[config.mk]
export PLATFORM = sky130hd
export DESIGN_NAME = flash_word_fifo_flat
export DESIGN_NICKNAME = d
export VERILOG_FILES = /design/src/rtl/flash_word_fifo_pkg.sv /design/src/rtl/flash_word_fifo_if.sv /design/src/rtl/flash_word_fifo.sv /design/src/flat_wrapper.sv
export SDC_FILE = /design/constraint.sdc
export NUM_CORES = 1
export LEC_CHECK = 0
export ABC_CLOCK_PERIOD_IN_PS = 3650
export BUFFER_PORTS_ARGS = -buffer_cell sky130_fd_sc_hd__buf_2
export CAP_MARGIN = 20
export CORE_UTILIZATION = 40
export CTS_BUF_LIST = sky130_fd_sc_hd__clkbuf_2 sky130_fd_sc_hd__clkbuf_4 sky130_fd_sc_hd__clkbuf_8
export CTS_CLUSTER_DIAMETER = 120
export DETAILED_ROUTE_END_ITERATION = 7
export MAX_ROUTING_LAYER = met4
export REMOVE_ABC_BUFFERS = 1
export SYNTH_ARGS = -nofsm -noshare
export SYNTH_HDL_FRONTEND = slang
export SYNTH_SLANG_ARGS = --single-unit
[constraint.sdc]
create_clock -name clk -period 3.65 [get_ports clk]
set_input_delay 0.1825 -clock clk [delete_from_list [all_inputs] [get_ports clk]]
set_output_delay 0.1825 -clock clk [all_outputs]
set_load 0.005 [all_outputs]
[src/rtl/flash_word_fifo_pkg.sv]
// Shared video-path constants and types used by the flash word FIFO and the RLE decoder.
package flash_word_fifo_pkg;
  localparam int FIFO_WIDTH   = 16;
  localparam int FIFO_LEVEL_W = 4;

  // Encoding is {active, outstanding} so each state maps directly onto the two fetch flags.
  typedef enum logic [1:0] {
    IDLE      = 2'b00,
    READY     = 2'b10,
    WAIT_WORD = 2'b11
  } fetch_state_e;
endpackage

[src/rtl/flash_word_fifo_if.sv]
// Flash-controller and consumer handshake bundle around the flash word FIFO.
interface flash_word_fifo_if
  import flash_word_fifo_pkg::*;
#(
  parameter int WIDTH = FIFO_WIDTH
);
  logic                    ctrl_start;
  logic                    ctrl_stop;
  logic                    ctrl_valid;
  logic [WIDTH-1:0]        ctrl_data;
  logic                    ctrl_continue;
  logic                    rd_en;
  logic [WIDTH-1:0]        rd_data;
  logic                    rd_empty;
  logic [FIFO_LEVEL_W-1:0] level;
  logic                    overflow;
  logic                    underflow;

  modport master (
    output ctrl_start, ctrl_stop, ctrl_valid, ctrl_data, rd_en,
    input  ctrl_continue, rd_data, rd_empty, level, overflow, underflow
  );

  modport slave (
    input  ctrl_start, ctrl_stop, ctrl_valid, ctrl_data, rd_en,
    output ctrl_continue, rd_data, rd_empty, level, overflow, underflow
  );
endinterface

[src/rtl/flash_word_fifo.sv]
// First-word-fall-through word FIFO between the flash controller and the RLE decoder,
// with an inline fetch FSM that requests the next word only while there is room for it.
module flash_word_fifo
  import flash_word_fifo_pkg::*;
#(
  parameter int DEPTH = 4,
  parameter int WIDTH = FIFO_WIDTH
) (
  input logic              clk,
  input logic              rst_n,
  flash_word_fifo_if.slave bus
);
  localparam int PTR_W = (DEPTH > 1) ? $clog2(DEPTH) : 1;
  localparam logic [FIFO_LEVEL_W-1:0] FULL_LEVEL = FIFO_LEVEL_W'(DEPTH);

  logic [WIDTH-1:0]        mem [DEPTH];
  logic [PTR_W-1:0]        wr_ptr;
  logic [PTR_W-1:0]        rd_ptr;
  logic [FIFO_LEVEL_W-1:0] level_q;
  logic                    overflow_q;
  logic                    underflow_q;
  fetch_state_e            state;
  fetch_state_e            state_nxt;

  logic flush;
  logic active;
  logic empty;
  logic full;
  logic rd_fire;
  logic wr_fire;
  logic drop;
  logic cont;

  always_comb begin
    flush   = bus.ctrl_start | bus.ctrl_stop;
    active  = (state != IDLE);
    empty   = (level_q == '0);
    full    = (level_q == FULL_LEVEL);
    rd_fire = bus.rd_en & ~empty & ~flush;
    // A pop in the same cycle frees the slot, so a full FIFO can still take a word.
    wr_fire = bus.ctrl_valid & active & ~flush & (~full | rd_fire);
    drop    = bus.ctrl_valid & active & ~flush & full & ~rd_fire;
  end

  always_comb begin
    state_nxt = state;
    cont      = 1'b0;
    if (bus.ctrl_start) begin
      state_nxt = WAIT_WORD;
    end else if (bus.ctrl_stop) begin
      state_nxt = IDLE;
    end else begin
      case (state)
        READY: begin
          // Count this cycle's accepted word so the request never outruns free space.
          if (rst_n && ((level_q + FIFO_LEVEL_W'(wr_fire)) < FULL_LEVEL)) begin
            cont      = 1'b1;
            state_nxt = WAIT_WORD;
          end
        end
        WAIT_WORD: begin
          if (bus.ctrl_valid) state_nxt = READY;
        end
        default: state_nxt = state;
      endcase
    end
  end

  always_ff @(posedge clk) begin
    if (!rst_n) begin
      state       <= IDLE;
      wr_ptr      <= '0;
      rd_ptr      <= '0;
      level_q     <= '0;
      overflow_q  <= 1'b0;
      underflow_q <= 1'b0;
    end else begin
      state <= state_nxt;
      if (flush) begin
        wr_ptr  <= '0;
        rd_ptr  <= '0;
        level_q <= '0;
      end else begin
        if (wr_fire) wr_ptr <= wr_ptr + PTR_W'(1);
        if (rd_fire) rd_ptr <= rd_ptr + PTR_W'(1);
        if (wr_fire && !rd_fire)      level_q <= level_q + FIFO_LEVEL_W'(1);
        else if (rd_fire && !wr_fire) level_q <= level_q - FIFO_LEVEL_W'(1);
      end
      if (drop) overflow_q <= 1'b1;
      if (bus.rd_en && empty && !flush) underflow_q <= 1'b1;
    end
  end

  always_ff @(posedge clk) begin
    if (wr_fire) mem[wr_ptr] <= bus.ctrl_data;
  end

  assign bus.rd_data       = mem[rd_ptr];
  assign bus.rd_empty      = empty;
  assign bus.level         = level_q;
  assign bus.overflow      = overflow_q;
  assign bus.underflow     = underflow_q;
  assign bus.ctrl_continue = cont;
endmodule

[src/flat_wrapper.sv]
// flat-port wrapper written by rule: the top's interface ports become plain ports
module flash_word_fifo_flat import flash_word_fifo_pkg::*;
#(
  parameter int DEPTH = 4,
  parameter int WIDTH = FIFO_WIDTH
)
  (clk, rst_n, bus_ctrl_start, bus_ctrl_stop, bus_ctrl_valid, bus_ctrl_data, bus_rd_en, bus_ctrl_continue, bus_rd_data, bus_rd_empty, bus_level, bus_overflow, bus_underflow);
  flash_word_fifo_if #(.WIDTH(WIDTH)) bus_i ();
  input logic clk;
  input logic rst_n;
  input wire logic [$bits(bus_i.ctrl_start)-1:0] bus_ctrl_start;
  input wire logic [$bits(bus_i.ctrl_stop)-1:0] bus_ctrl_stop;
  input wire logic [$bits(bus_i.ctrl_valid)-1:0] bus_ctrl_valid;
  input wire logic [$bits(bus_i.ctrl_data)-1:0] bus_ctrl_data;
  input wire logic [$bits(bus_i.rd_en)-1:0] bus_rd_en;
  output wire logic [$bits(bus_i.ctrl_continue)-1:0] bus_ctrl_continue;
  output wire logic [$bits(bus_i.rd_data)-1:0] bus_rd_data;
  output wire logic [$bits(bus_i.rd_empty)-1:0] bus_rd_empty;
  output wire logic [$bits(bus_i.level)-1:0] bus_level;
  output wire logic [$bits(bus_i.overflow)-1:0] bus_overflow;
  output wire logic [$bits(bus_i.underflow)-1:0] bus_underflow;
  assign bus_i.ctrl_start = bus_ctrl_start;
  assign bus_i.ctrl_stop = bus_ctrl_stop;
  assign bus_i.ctrl_valid = bus_ctrl_valid;
  assign bus_i.ctrl_data = bus_ctrl_data;
  assign bus_i.rd_en = bus_rd_en;
  assign bus_ctrl_continue = bus_i.ctrl_continue;
  assign bus_rd_data = bus_i.rd_data;
  assign bus_rd_empty = bus_i.rd_empty;
  assign bus_level = bus_i.level;
  assign bus_overflow = bus_i.overflow;
  assign bus_underflow = bus_i.underflow;
  flash_word_fifo #(.DEPTH(DEPTH), .WIDTH(WIDTH)) u_core (.clk(clk), .rst_n(rst_n), .bus(bus_i));
endmodule
==> results.toml <==
[global_routing]
grt_start_max_net_pins = 17
grt_pass1_vias = 1734
grt_pass1_wl_um = 8700
antenna_found_initial = 0
grt_use_total = 0.148
grt_overflow_total = 0

[floorplan]
fp.dieH_um = 89.7
rows = 31
die_w_um = 89.7
core-area_sq_um = 7330
dieArea_sq_um = 8050
initial_utilization = 0.420
io_pins = 46

[clock_tree]
cts_buffers = 9
cts_buffer_depth = 2
clk_latency_ns = 0.34
root_buffer = "clkbuf_8"
clk_pin_slew_ns = 0.08
htree_num_levels = 3
cts_tree = "done"
cts_setup_buffers = 0
cts_hold_buf = 0
cts_resized = 0
cts.sinks = 78

[final_layout]
drive_above_1_share = 0.360
layout_common_cells = "edfxtp_1, buf_2, mux4_2, dfxtp_1, nor2_1"
fill_cells = 632
final_area_sq_um = 3610
layout_commonest_cell = "edfxtp_1"
nets = 253
area_growth_syn_to_layout_pct = 17.3
fin_cells = 327
antenna_cells = 0

[pwr]
powerDensity_nw_per_um2 = 457
fin_total_pwr_mw = 1.65
p_leak_nw = 1.24
vdd_drop_max_uv = 169

[sta]
slew_violations = 0
finalSetupViolCount = 0
setup_tns_ns = 0
setup_slack_ns = 0.980
worst_slew_margin_rel = 0.413
finalHoldViolCount = 0
finalCritPeriodShare = 0.731
timing.fmax_mhz = 375
period_needed_ns = 2.67
fin_worst_skew_ns = 0.00778
tightest_slew_ns = 0.880
rsz0062_at_grt = "false"

[synth]
synth_area_leaders = "edfxtp_1, mux4_2, dfxtp_1, ha_1, nor2_1"
syn_area_sq_um = 3080
syn_inst = 171
avgSynthCellArea_sq_um = 18.0
yosysSeqAreaShare = 0.716
yosysUniqueCellTypes = 31
yosysTopAreaCell = "edfxtp_1"
synth_top_area_share = 0.625
yosys_warnings = 0
ys_ff_latch = 78

[run_status]
outcome = "finished, final reports clean"

[route]
ant_nets = 0
drtPass1Iterations = 4
drc = 0
drt_wl_total_um = 5180
viasPerCell = 4.95
vias = 1618
drt_iter0_drc = 61
wire_per_inst_um = 15.8

[setup_path]
crit_path_end_kind = "register"
regToRegSetupSlack_ns = 0.98
cp_max_fo = 7
crit_required_ns = 3.88
worstSetupPathType = "register to register"
worstSetupStartpointType = "register"
crit_start = "u_core.bus.level[0]"
r2r-start = "u_core.bus.level[0]"
r2r_cells = 9
r2r_end = "u_core.bus.level[3]"
critPathArrivalTime_ns = 2.90

[placed_design]
gp_congestion = 0.768
dp_slack_ns = 0.915
io_buffer_count = 45
placedCellCount = 311
dpl_cell_area_sq_um = 3410
dp_hpwl_um = 3380

[job]
maxCapViolations = 0

[hold_path]
hp-start = "bus_ctrl_data[8]"
holdPathEnd = "u_core.mem[3][8]"
hp-class = "input pin to register"
hold_depth = 1
kinds of logic after synthesis:
| family | Yosys count | share of synthesized area |
|---|---|---|
| AOI/OAI and AO/OA | 11 | 0.0268 |
| buffers and inverters | 10 | 0.0130 |
| muxes | 20 | 0.131 |
| DFF | 78 | 0.716 |
| and+or+nand+nor | 39 | 0.0647 |
| xor gates and xnor gates | 5 | 0.0142 |
| adders and majority gates | 8 | 0.0350 |
layer usage:
layer | track usage | part of all wire
met5 | - | 0
met1 | 0.182 | 0.45
met3 | 0.0355 | 0.043
met2 | 0.228 | 0.48
met4 | 0.0751 | 0.023
power by group:
group | internal, mW | total (mW) | switching [mW] | leakage (nW)
registers | 0.967 | 0.971 | 0.00368 | 0.690
logic | 0.0230 | 0.0526 | 0.0296 | 0.448
clock network | 0.317 | 0.626 | 0.309 | 0.0972
how the worst max path moves through the flow:
| stage | end | slack, ns |
|---|---|---|
| after global placement | u_core.bus.level[3] | 0.96 |
| after global routing | u_core.bus.level[3] | 0.72 |
| after CTS | u_core.bus.level[3] | 0.95 |
| after floorplan | u_core.bus.level[3] | 1.18 |
| after detailed placement | u_core.bus.level[3] | 0.91 |
| final | u_core.bus.level[3] | 0.98 |
worst max-delay path, stage by stage (launching register included):
cell      delay, ns
dfxtp_1        0.49
nor3_1         0.16
a311oi_4       0.45
ha_1           0.24
inv_1          0.09
ha_1           0.33
a21oi_1        0.20
a211oi_1       0.09
a31oi_1        0.18
mux2_2         0.35
flip-flops by register name (all words and copies together) (netlist names), named ones only:
signal and count:
u_core.bus.level 4, u_core.state 2, u_core.bus.underflow 1, u_core.mem 64
u_core.rd_ptr 2, u_core.wr_ptr 2, u_core.bus.overflow 1
stage by stage:
stage / hold WS [ns] / utilization
5_1_grt: 0.0375 / 0.492
6_report: 0.0572 / 0.492
4_1_cts: 0.0457 / 0.492
3_3_place_gp: 0.401 / 0.465
3_5_place_dp: 0.406 / 0.465
2_1_floorplan: 0.281 / -
layout make-up:
| type | instances | area (sq um) | area share |
|---|---|---|---|
| clock buffers | 9 | 124 | 0.0343 |
| well taps | 99 | 124 | 0.0343 |
| multi-input cells | 83 | 835 | 0.231 |
| clock inverters | 7 | 72.6 | 0.0201 |
| inverters | 5 | 18.8 | 0.00520 |
| flip-flops and latches | 78 | 2200 | 0.610 |
| repair buffers | 46 | 233 | 0.0645 |
Yosys cell counts (all sizes together):
cell type / number
a211oi: 1
a21oi: 6
a311oi: 1
a31oi: 1
and2: 4
and3: 1
buf: 2
clkbuf: 3
dfxtp: 14
edfxtp: 64
fa: 1
ha: 7
inv: 5
mux2: 1
mux2i: 3
mux4: 16
nand2: 6
nand3: 3
nor2: 13
nor2b: 2
nor3: 5
nor3b: 1
nor4: 1
o21a: 1
o21ai: 1
or3b: 2
or4: 1
xnor2: 2
xor2: 3
Power figures use the tool's default switching activity.
